`src/rtl/cpu_pkg.sv`:
```
// Shared types for the pipeline hazard controller.
// Register index type, the hardwired-zero index and controller states.
package cpu_pkg;

    localparam int CPU_REG_ADDR_W = 4;

    typedef logic [CPU_REG_ADDR_W-1:0] reg_addr_t;

    localparam reg_addr_t REG_ZERO = '0;

    typedef enum logic [1:0] {
        RUN       = 2'd0,
        IRQ_DRAIN = 2'd1,
        IRQ_VEC   = 2'd2
    } hz_state_t;

endpackage

```
`src/rtl/load_use_detect.sv`:
```
// Load-use hazard compare between the instruction in ID and a load in EX.
// A load into r0 never creates a hazard since r0 always reads zero.
module load_use_detect
    import cpu_pkg::*;
#(
    parameter int W = CPU_REG_ADDR_W
) (
    input  logic [W-1:0] id_rs1,
    input  logic [W-1:0] id_rs2,
    input  logic         id_rs1_used,
    input  logic         id_rs2_used,
    input  logic [W-1:0] ex_reg_dst,
    input  logic         ex_mem_read,
    output logic         hazard
);

    logic dst_nonzero;
    logic rs1_hit;
    logic rs2_hit;

    assign dst_nonzero = (ex_reg_dst != W'(REG_ZERO));
    assign rs1_hit     = id_rs1_used && (id_rs1 == ex_reg_dst);
    assign rs2_hit     = id_rs2_used && (id_rs2 == ex_reg_dst);
    assign hazard      = ex_mem_read && dst_nonzero && (rs1_hit || rs2_hit);

endmodule

```
`src/rtl/pipe_hazard_ctrl.sv`:
```
// Central stall/flush generator for the IF/ID, ID/EX, EX/MEM and MEM/WB regs.
// Handles memory wait states, branch redirects, load-use bubbles and irq entry.
module pipe_hazard_ctrl
    import cpu_pkg::*;
#(
    parameter int REG_ADDR_W       = 4,
    parameter int DATA_W           = 32,
    parameter int IRQ_DRAIN_CYCLES = 3
) (
    input  logic                  clk,
    input  logic                  rst_n,
    input  logic [REG_ADDR_W-1:0] id_rs1,
    input  logic [REG_ADDR_W-1:0] id_rs2,
    input  logic                  id_rs1_used,
    input  logic                  id_rs2_used,
    input  logic [REG_ADDR_W-1:0] ex_reg_dst,
    input  logic                  ex_mem_read,
    input  logic                  ex_branch_taken,
    input  logic [DATA_W-1:0]     ex_pc_plus_4,
    input  logic                  mem_busy,
    input  logic                  irq,
    output logic                  stall_if_id,
    output logic                  stall_id_ex,
    output logic                  stall_ex_mem,
    output logic                  stall_mem_wb,
    output logic                  flush_if_id,
    output logic                  flush_id_ex,
    output logic                  pc_hold,
    output logic                  pc_sel_vector,
    output logic                  interrupt_out,
    output logic                  irq_ack,
    output logic [DATA_W-1:0]     epc
);

    localparam int CNT_W = $clog2(IRQ_DRAIN_CYCLES) + 1;
    localparam logic [CNT_W-1:0] CNT_LOAD = CNT_W'(IRQ_DRAIN_CYCLES - 1);

    hz_state_t         state_q, state_d;
    logic [CNT_W-1:0]  cnt_q, cnt_d;
    logic [DATA_W-1:0] epc_q, epc_d;
    logic              lu_hazard;

    load_use_detect #(
        .W (REG_ADDR_W)
    ) u_lud (
        .id_rs1      (id_rs1),
        .id_rs2      (id_rs2),
        .id_rs1_used (id_rs1_used),
        .id_rs2_used (id_rs2_used),
        .ex_reg_dst  (ex_reg_dst),
        .ex_mem_read (ex_mem_read),
        .hazard      (lu_hazard)
    );

    always_comb begin
        state_d       = state_q;
        cnt_d         = cnt_q;
        epc_d         = epc_q;
        stall_if_id   = 1'b0;
        stall_id_ex   = 1'b0;
        stall_ex_mem  = 1'b0;
        stall_mem_wb  = 1'b0;
        flush_if_id   = 1'b0;
        flush_id_ex   = 1'b0;
        pc_hold       = 1'b0;
        pc_sel_vector = 1'b0;
        interrupt_out = 1'b0;
        irq_ack       = 1'b0;
        // Reset holds the front end flushed so nothing issues until release.
        if (!rst_n) begin
            flush_if_id = 1'b1;
            flush_id_ex = 1'b1;
            pc_hold     = 1'b1;
        end else if (mem_busy) begin
            stall_if_id  = 1'b1;
            stall_id_ex  = 1'b1;
            stall_ex_mem = 1'b1;
            stall_mem_wb = 1'b1;
            pc_hold      = 1'b1;
        end else begin
            unique case (state_q)
                RUN: begin
                    if (ex_branch_taken) begin
                        flush_if_id = 1'b1;
                        flush_id_ex = 1'b1;
                    end else if (irq) begin
                        flush_if_id = 1'b1;
                        flush_id_ex = 1'b1;
                        pc_hold     = 1'b1;
                        epc_d       = ex_pc_plus_4;
                        cnt_d       = CNT_LOAD;
                        state_d     = IRQ_DRAIN;
                    end else if (lu_hazard) begin
                        stall_if_id = 1'b1;
                        flush_id_ex = 1'b1;
                        pc_hold     = 1'b1;
                    end
                end
                IRQ_DRAIN: begin
                    flush_if_id = 1'b1;
                    pc_hold     = 1'b1;
                    if (cnt_q == '0) begin
                        state_d = IRQ_VEC;
                    end else begin
                        cnt_d = cnt_q - 1'b1;
                    end
                end
                IRQ_VEC: begin
                    pc_sel_vector = 1'b1;
                    irq_ack       = 1'b1;
                    interrupt_out = 1'b1;
                    flush_if_id   = 1'b1;
                    state_d       = RUN;
                end
                default: begin
                    state_d = RUN;
                end
            endcase
        end
    end

    always_ff @(posedge clk or negedge rst_n) begin
        if (!rst_n) begin
            state_q <= RUN;
            cnt_q   <= '0;
            epc_q   <= '0;
        end else begin
            state_q <= state_d;
            cnt_q   <= cnt_d;
            epc_q   <= epc_d;
        end
    end

    assign epc = epc_q;

endmodule

```
`config.mk`:
```
export PLATFORM = sky130hd
export DESIGN_NAME = pipe_hazard_ctrl
export DESIGN_NICKNAME = d
export VERILOG_FILES = /design/src/rtl/cpu_pkg.sv /design/src/rtl/load_use_detect.sv /design/src/rtl/pipe_hazard_ctrl.sv
export SDC_FILE = /design/constraint.sdc
export NUM_CORES = 1
export LEC_CHECK = 0
export CORE_MARGIN = 2
export CORE_UTILIZATION = 42
export CTS_CLUSTER_DIAMETER = 100
export DETAILED_ROUTE_END_ITERATION = 8
export GPL_TIMING_DRIVEN = 0
export PLACE_DENSITY = 0.94
export SLEW_MARGIN = 20
export SYNTH_ARGS = -nofsm -noshare
export SYNTH_HDL_FRONTEND = slang
export SYNTH_SLANG_ARGS = --single-unit
```
`constraint.sdc`:
```
create_clock -name clk -period 2.58 [get_ports clk]
set_input_delay 0.387 -clock clk [delete_from_list [all_inputs] [get_ports clk]]
set_output_delay 0.387 -clock clk [all_outputs]
set_load 0.005 [all_outputs]
```
Word-level counts from Yosys, hierarchy flattened. Cells that the tools add are included.

Register bits after elaboration: 37. Bits of input ports: 52. Logic and storage cells: 60.

$add $sub $neg: 1. Equal/unequal tests: 8. Multiplexer cells: 33. Bitwise logic cells: 2. Reductions and logical operators: 13.

Operators by type and width (count): two-way mux 1 bit (23); AND reduction 5 bit (2); two-way mux 3 bit (3); == test 4 bit (2); inequality test 2 bit, second input constant (4); two-way mux 2 bit (3); one-hot mux 3 bit (2 select lines) (1); AND reduction 6 bit (1); logical AND 1 bit (4); one-hot mux 1 bit (2 select lines) (2); one-hot mux 2 bit (2 select lines) (1); nonzero test 4 bit (1); logical NOT 3 bit (1); subtractor 3 x 1 -> 3 bit, second input constant (1); == test 2 x 1 -> 1 bit, second input constant (1); == test 2 bit, second input constant (1); logical NOT 2 bit (1); NOT 1 bit (2); nonzero test 2 bit (1); OR reduction 2 bit (1); logical OR 1 bit (1).

Depth between registers and ports, before layout. Gate-level depths: netlist (run 1).

Depth after elaboration: 10. Depth in mapped cells: 7. Depth with buffers taken out: 7.

Hierarchy. A second synthesis (run 1) with hierarchy kept.

Cells, all modules: 138. Area, all modules: 1918.1 um^2.

By module, submodules not included: pipe_hazard_ctrl (instances 1, cells each 124, area each 1814.2 um^2); load_use_detect (instances 1, cells each 14, area each 103.8 um^2).

Least setup slack after synthesis (run 1). No wires, ideal clock.

Path kind: reg-to-reg. Start point: reg state_q[0]. End point: reg epc_q[14] (netlist: epc[14]). Setup time: 0.125 ns. Arrival time: 1.564 ns. Setup slack: 0.891 ns. Cell stages (with the launch flop): 7. Path buffers: 1. Period minus slack after synthesis: 1.689 ns. Cell sequence: dfrtp_1 -> inv_1 -> ha_1 -> nand2_1 -> nor3_4 -> buf_6 -> mux2_2.

Longest elaborated chain between the ends: 2.

RTL lines: from (decl) (line pipe_hazard_ctrl.sv:38) `hz_state_t state_q, state_d;`; from (signal assigned) (line pipe_hazard_ctrl.sv:128) `state_q <= state_d;`; logical NOT 2 bit (line pipe_hazard_ctrl.sv:81) `unique case (state_q)`; AND reduction 5 bit (no source line); to (signal assigned) (line pipe_hazard_ctrl.sv:130) `epc_q <= epc_d;`; to (decl) (line pipe_hazard_ctrl.sv:40) `logic [DATA_W-1:0] epc_q, epc_d;`.

No other way between the ends. A chain may end at the register's enable or synchronous reset.

Worst setup path after layout (run 1).
Start point: in ex_reg_dst[3]. End point: out flush_id_ex.

Longest elaborated chain between the ends: 10. Elaborated cells between the ends (all ways): 14. Those cells by class: 2 x eq/ne; 6 x mux; 6 x reduce/logical.

RTL lines: from (decl) (line pipe_hazard_ctrl.sv:16) `input logic [REG_ADDR_W-1:0] ex_reg_dst,`; == test 4 bit (on tied branches) (line load_use_detect.sv:22, load_use_detect.sv:23); logical AND 1 bit (on tied branches) (line load_use_detect.sv:22, load_use_detect.sv:23); logical OR 1 bit (line load_use_detect.sv:24) `assign hazard = ex_mem_read && dst_nonzero && (rs1_hit || rs2_hit);`; logical AND 1 bit * (line load_use_detect.sv:24); two-way mux 1 bit * (line pipe_hazard_ctrl.sv:93) `end else if (lu_hazard) begin`; two-way mux 1 bit * (line pipe_hazard_ctrl.sv:86) `end else if (irq) begin`; two-way mux 1 bit * (line pipe_hazard_ctrl.sv:83) `if (ex_branch_taken) begin`; two-way mux 1 bit * (line pipe_hazard_ctrl.sv:81); two-way mux 1 bit * (line pipe_hazard_ctrl.sv:74) `end else if (mem_busy) begin`; two-way mux 1 bit * (line pipe_hazard_ctrl.sv:70) `if (!rst_n) begin`; to (decl) (line pipe_hazard_ctrl.sv:27) `output logic flush_id_ex,`.

Every way passes the cells marked *; elsewhere a longest branch is shown, timed or not.

==> results_dict.tcl, run 1 <==
set metrics [dict create \
    clockBufferDepth 2 \
    drt-total-wl_um 4058 \
    finalSetupViolCount 0 \
    yosys.area.top_type "dfrtp_1" \
    drc 0 \
    post_cts_buffers 0 \
    relSlewSlack_pct 73.00 \
    h-tree-depth 2 \
    drtIter0Drc 51 \
    place_congestion 0.7800 \
    syn-mean-instance-area_um2 12.68 \
    via_per_inst 4.838 \
    clk_pin_slew_worst_paths_ps 70 \
    overflow 0 \
    slowest_stage "clkdlybuf4s50_1" \
    synthXorXnorAreaFrac_pct 3.946 \
    die_x_um 69.02 \
    syn2layout_area_growth_pct 63.78 \
    root_buffer "clkbuf_8" \
    rows 23 \
    max_stage_delay_ps 530 \
    ir_drop_uv 570.7 \
    ff_latch_area_um2 925.9 \
    cp.arrival_ps 2140 \
    dieHeight_um 69.02 \
    layout-drive-gt1-share_pct 22.08 \
    synth_area_um2 1775 \
    synthCells 140 \
    initial_core_util_pct 44.07 \
    crit_path_end_kind "output port" \
    antenna_cells 0 \
    num_vias 1403 \
    status "complete, no violations" \
    synth_nets 198 \
    skew_ps 4.286 \
    grt_pass1_vias 1493 \
    p_leak_uw 0.001252 \
    grt_pass1_wl_um 6706 \
    synth_cell_types 28 \
    yosysSeqAreaShare_pct 52.15 \
    slew_viol_final 0 \
    path_class "input port to output port" \
    p_int_uw 1888 \
    synthSimpleGateAreaFrac_pct 8.245 \
    start_kind "input port" \
    grt_max_degree 27 \
    fillers 303 \
    dp_hpwl_um 3085 \
    synth_top_area_share_pct 52.15 \
    path_common_cell "clkdlybuf4s50_1" \
    finalCriticalPeriod_ps 2532 \
    synth.area.mux_share_pct 20.93 \
    pwr-share-comb_pct 45.9 \
    period_share_pct 98.14 \
    dieArea_um2 4763 \
    synth-edff-count 0 \
    yosys_most_used_dff "dfrtp_1" \
    powerDensity_nw_per_um2 899.3 \
    postRouteAntennaNets 0 \
    rsz0062_at_grt "yes" \
    max_freq_ghz 0.3950 \
    critical_path_required_ps 2190 \
    p_sw_uw 727.1 \
    hold_class "input port to asynchronous set/reset pin" \
    cap_violations 0 \
    cts_buffers 5 \
    cts_tree "done" \
    routedWlPerCell_um 13.99 \
    core_region_area_um2 4029 \
    place_ws_ps -41.96 \
    power.share.switching_pct 27.80 \
    multi_input_comb_area_um2 790.8 \
    hold_buffers 0 \
    antenna_found_initial 0 \
    critPathMaxFanout 3 \
    worstMarginPinSlew_ps 403.7 \
    drt_pass1_iterations 4 \
    grt_use_total_pct 17.08 \
    synthArstFlopShare_pct 100.0 \
    cp_cell_sequence "clkdlybuf4s50_1 -> xor2_1 -> nor4_2 -> o21ai_2 -> a31oi_1 -> clkdlybuf4s50_1" \
    r2r_cells 6 \
    hold_viol_final 0 \
    cts_sinks 37 \
    power.clock.fraction_pct 15.4 \
    fin_nets 298 \
    ios 94 \
    place.port_buffers 93 \
    yosys_register_bits 37 \
    clk_latency_ps 280 \
    synthAdderAreaFrac_pct 4.228 \
    yosysWarnings 0 \
    setup_ws_ps 48.11 \
    power_uw 2615 \
    synth_compound_area_share_pct 5.638 \
    synth_top_family_by_area "multiplexers" \
    synth_area_leaders "dfrtp_1, mux2_2, ha_1" \
    seqPwrFrac_pct 38.7 \
]
## layout by cell type (no fill, tap or decap), types with 3 or more instances in the layout
cell type	instances
buf_6	3
nor2_1	7
mux2_2	31
clkdlybuf4s50_1	88
nand2b_1	3
inv_1	5
nand2_1	5
buf_4	4
dfrtp_1	37
clkbuf_8	6
xor2_1	6
o21ai_0	4
a21oi_1	3
dlymetal6s2s_1	4
nand3_1	4
ha_1	5
## cells by family after synthesis
family                     count (synthesis)
DFF                                       37
and+or+nand+nor                           27
muxes                                     33
AOI/OAI and AO/OA                         16
xor gates and xnor gates                   8
buffers and inverters                     13
adders and majority gates                  6
## cells in the mapped netlist (2+ instances only)
library cell and instances:
and2_1 2, inv_1 5, nor4_1 3, mux2_2 31, mux2_1 2, nor2_1 7
a21oi_1 3, xnor2_1 2, buf_6 3, dfrtp_1 37, buf_4 4, nand2_1 5
nand3_1 4, xor2_1 6, o31ai_1 2, nand2b_1 3, o21ai_0 5, ha_1 6
## critical path: cells and delay by family
family | cells | cell delay, ps
buf+inv | 2 | 1000
compound gates | 2 | 280
simple gates | 1 | 260
xor+xnor | 1 | 200
## through the flow
stage                     hold slack, ps  setup TNS, ps  std cells  area (um^2)  utilization [%]
after floorplan                    91.41              0        140         1775                -
after global placement             460.6         -46520        283         2769            68.73
after detailed placement           324.9         -86.20        284         2784            69.10
after CTS                          20.23              0        291         2874            71.34
after global routing               34.99         -1.631        290         2908            72.17
final                              20.51              0        290         2908            72.17
## final timing paths
kind,startpoint,to,slack [ps]
setup / recovery,ex_reg_dst[3],flush_id_ex,50
hold / removal,rst_n,epc[18],20
setup reg to reg,state_q[0],epc[16],700
hold reg to reg,cnt_q[2],cnt_q[2],470
max in group asynchronous,rst_n,epc[24],2100
min in group clk,cnt_q[2],cnt_q[2],470
## state kept, by name (all words and copies together) (netlist names)
register and flops:
cnt_q 3, epc 32, state_q 2
## per-layer routing
layer	track usage [%]	share of wire (%)	vias to the layer above
met4	4.357	1.3	0
li1	-	-	676
met1	19.77	39	671
met2	30.66	53	50
met3	5.117	6.3	6
met5	0	0	-
## area by class of cell
cell class / instances / area share, %
Buffer: 7 / 2.194
Timing Repair Buffer: 94 / 32.87
Clock buffer: 6 / 2.840
Inverter: 5 / 0.6454
Multi-Input combinational cell: 90 / 27.19
Sequential cell: 37 / 31.84
Clock inverter: 1 / 0.2582
Tap cell: 50 / 2.151
## what timing repair did
| action | CTS | global route |
|---|---|---|
| pin swaps | 0 | 1 |
| gates cloned | 0 | 0 |
| resized for setup | 1 | 9 |
| endpoints found under the setup margin | 3 | 4 |
## power groups by stage
stage | combinational [uW] | clock (uW) | sequential [uW]
floorplan | 443 | 0 | 1040
global placement | 1170 | 0 | 1000
detailed placement | 1210 | 0 | 1020
global route | 1310 | 439 | 1050
CTS | 1210 | 419 | 1010
finish | 1200 | 402 | 1010
Power figures use the tool's default switching activity.
==> run 2, diff against run 1 <==
--- a/config.mk
+++ b/config.mk
@@ -5,7 +5,7 @@
 export SDC_FILE = /design/constraint.sdc
 export NUM_CORES = 1
 export LEC_CHECK = 0
-export CORE_MARGIN = 2
+export CORE_MARGIN = 5
 export CORE_UTILIZATION = 42
 export CTS_CLUSTER_DIAMETER = 100
 export DETAILED_ROUTE_END_ITERATION = 8
==> results_dict.tcl, run 2 (same netlist as run 1, synthesis figures left out) <==
set metrics [dict create \
    dp_hpwl_um 3468 \
    path_class "flip-flop to output port" \
    dieHeight_um 75.02 \
    dieArea_um2 5627 \
    grt_busiest_layer "met2" \
    hold_class "input port to asynchronous set/reset pin" \
    timing.rr.end "epc[21]" \
    setup_ws_ps 186.2 \
    drtIter0Drc 81 \
    rows 23 \
    status "complete, no violations" \
    slew_viol_final 0 \
    via_per_inst 4.832 \
    drc 0 \
    drt_pass1_iterations 3 \
    cts_tree "done" \
    initial_core_util_pct 43.76 \
    overflow 0 \
    r2r_setup_slack_ps 760 \
    layout-drive-gt1-share_pct 21.49 \
    place.port_buffers 93 \
    drt-total-wl_um 4216 \
    crit_path_start "state_q[0]" \
    largest_register_ffs 32 \
    critPathMaxFanout 7 \
    gr-usage-met3_pct 6.676 \
    h-tree-depth 2 \
    critical_path_required_ps 2190 \
    num_vias 1411 \
    relSlewSlack_pct 64.85 \
    worstMarginPinSlew_ps 527.3 \
    hold_viol_final 0 \
    ios 94 \
    ir_drop_uv 558.9 \
    r2r_cells 6 \
    routedWlPerCell_um 14.44 \
    max_freq_ghz 0.4177 \
    grt_max_degree 23 \
    cts_sinks 37 \
    skew_ps 3.690 \
    core_region_area_um2 4058 \
    crit_path_end_kind "output port" \
    use_met2_pct 29.59 \
    power_uw 2681 \
    place_congestion 0.7130 \
    grtUsageMet1_pct 18.56 \
    final_cell_mix "clkdlybuf4s50_1, dfrtp_1, mux2_2, nor2_1, clkbuf_8" \
    root_buffer "clkbuf_8" \
    r2r-start "state_q[0]" \
    cts_buffers 5 \
    period_share_pct 92.78 \
    final_common_cell "clkdlybuf4s50_1" \
    place_ws_ps -50.75 \
    grt_pass1_wl_um 7065 \
    fin_nets 299 \
    hold_buffers 0 \
    powerDensity_nw_per_um2 919.0 \
    antenna_found_initial 0 \
    grt_use_total_pct 16.58 \
    finalCriticalPeriod_ps 2394 \
    tns_ps 0 \
    grt_pass1_vias 1518 \
    p_leak_uw 0.001245 \
    rsz0062_at_grt "no" \
    clockBufferDepth 2 \
    die_x_um 75.02 \
    start_kind "flip-flop" \
    finalSetupViolCount 0 \
    syn2layout_area_growth_pct 64.34 \
    antenna_cells 0 \
    cp.arrival_ps 2010 \
    clk_latency_ps 280 \
    cap_violations 0 \
    postRouteAntennaNets 0 \
    clk_pin_slew_worst_paths_ps 70 \
]
## run 2: critical path: stages, from the launching register on
cell and delay, ps:
dfrtp_1 410, inv_1 140, ha_4 190, o21ai_0 110, nor2b_1 150, o31ai_2 180, clkdlybuf4s50_1 540
## run 2: final cells by class
cell class                 instances  area, um^2
buffer                             8       67.56
clock buffer                       7       96.34
clock inverter                     1       8.758
fill                             310        1140
inverter                           5       18.77
multi-input combinational         90       780.7
sequential                        37       925.9
tap                               50       62.56
timing repair buffer              94       957.2
## run 2: layer usage
metal,vias to the layer above,share of wire (%)
met5,-,0
met4,0,0.38
met3,2,8.1
met2,41,56
met1,684,36
li1,684,-
## run 2: what timing repair did
| action | CTS | global route |
|---|---|---|
| resized for setup | 3 | 4 |
| buffers inserted | 0 | 0 |
| pin swaps | 1 | 0 |
| endpoints found under the setup margin | 4 | 3 |
## run 2: worst max path at each step
| stage | to | slack [ps] | cells past startpoint |
|---|---|---|---|
| finish | flush_if_id | 190 | 6 |
| global route | flush_if_id | 30 | 6 |
| CTS | pc_hold | 6 | 6 |
| detailed placement | flush_id_ex | -50 | 6 |
| global placement | pc_hold | -1230 | 6 |
| floorplan | epc[14] | 890 | 6 |
## run 2: metrics by stage
stage                     util [%]  cell area (um^2)  hold WS [ps]  cells
final                        71.91              2918         81.49    292
after CTS                    71.42              2898         77.54    292
after global placement       68.24              2769         460.9    283
after floorplan                  -              1775         91.41    140
after detailed placement     68.79              2791         385.0    284
after global routing         71.91              2918         95.35    292
## run 2: where the power goes
part	switching (uW)	internal [uW]	total, uW
registers	145	866	1010
clock network	202	247	449
logic	401	821	1220
total	748	1930	2680
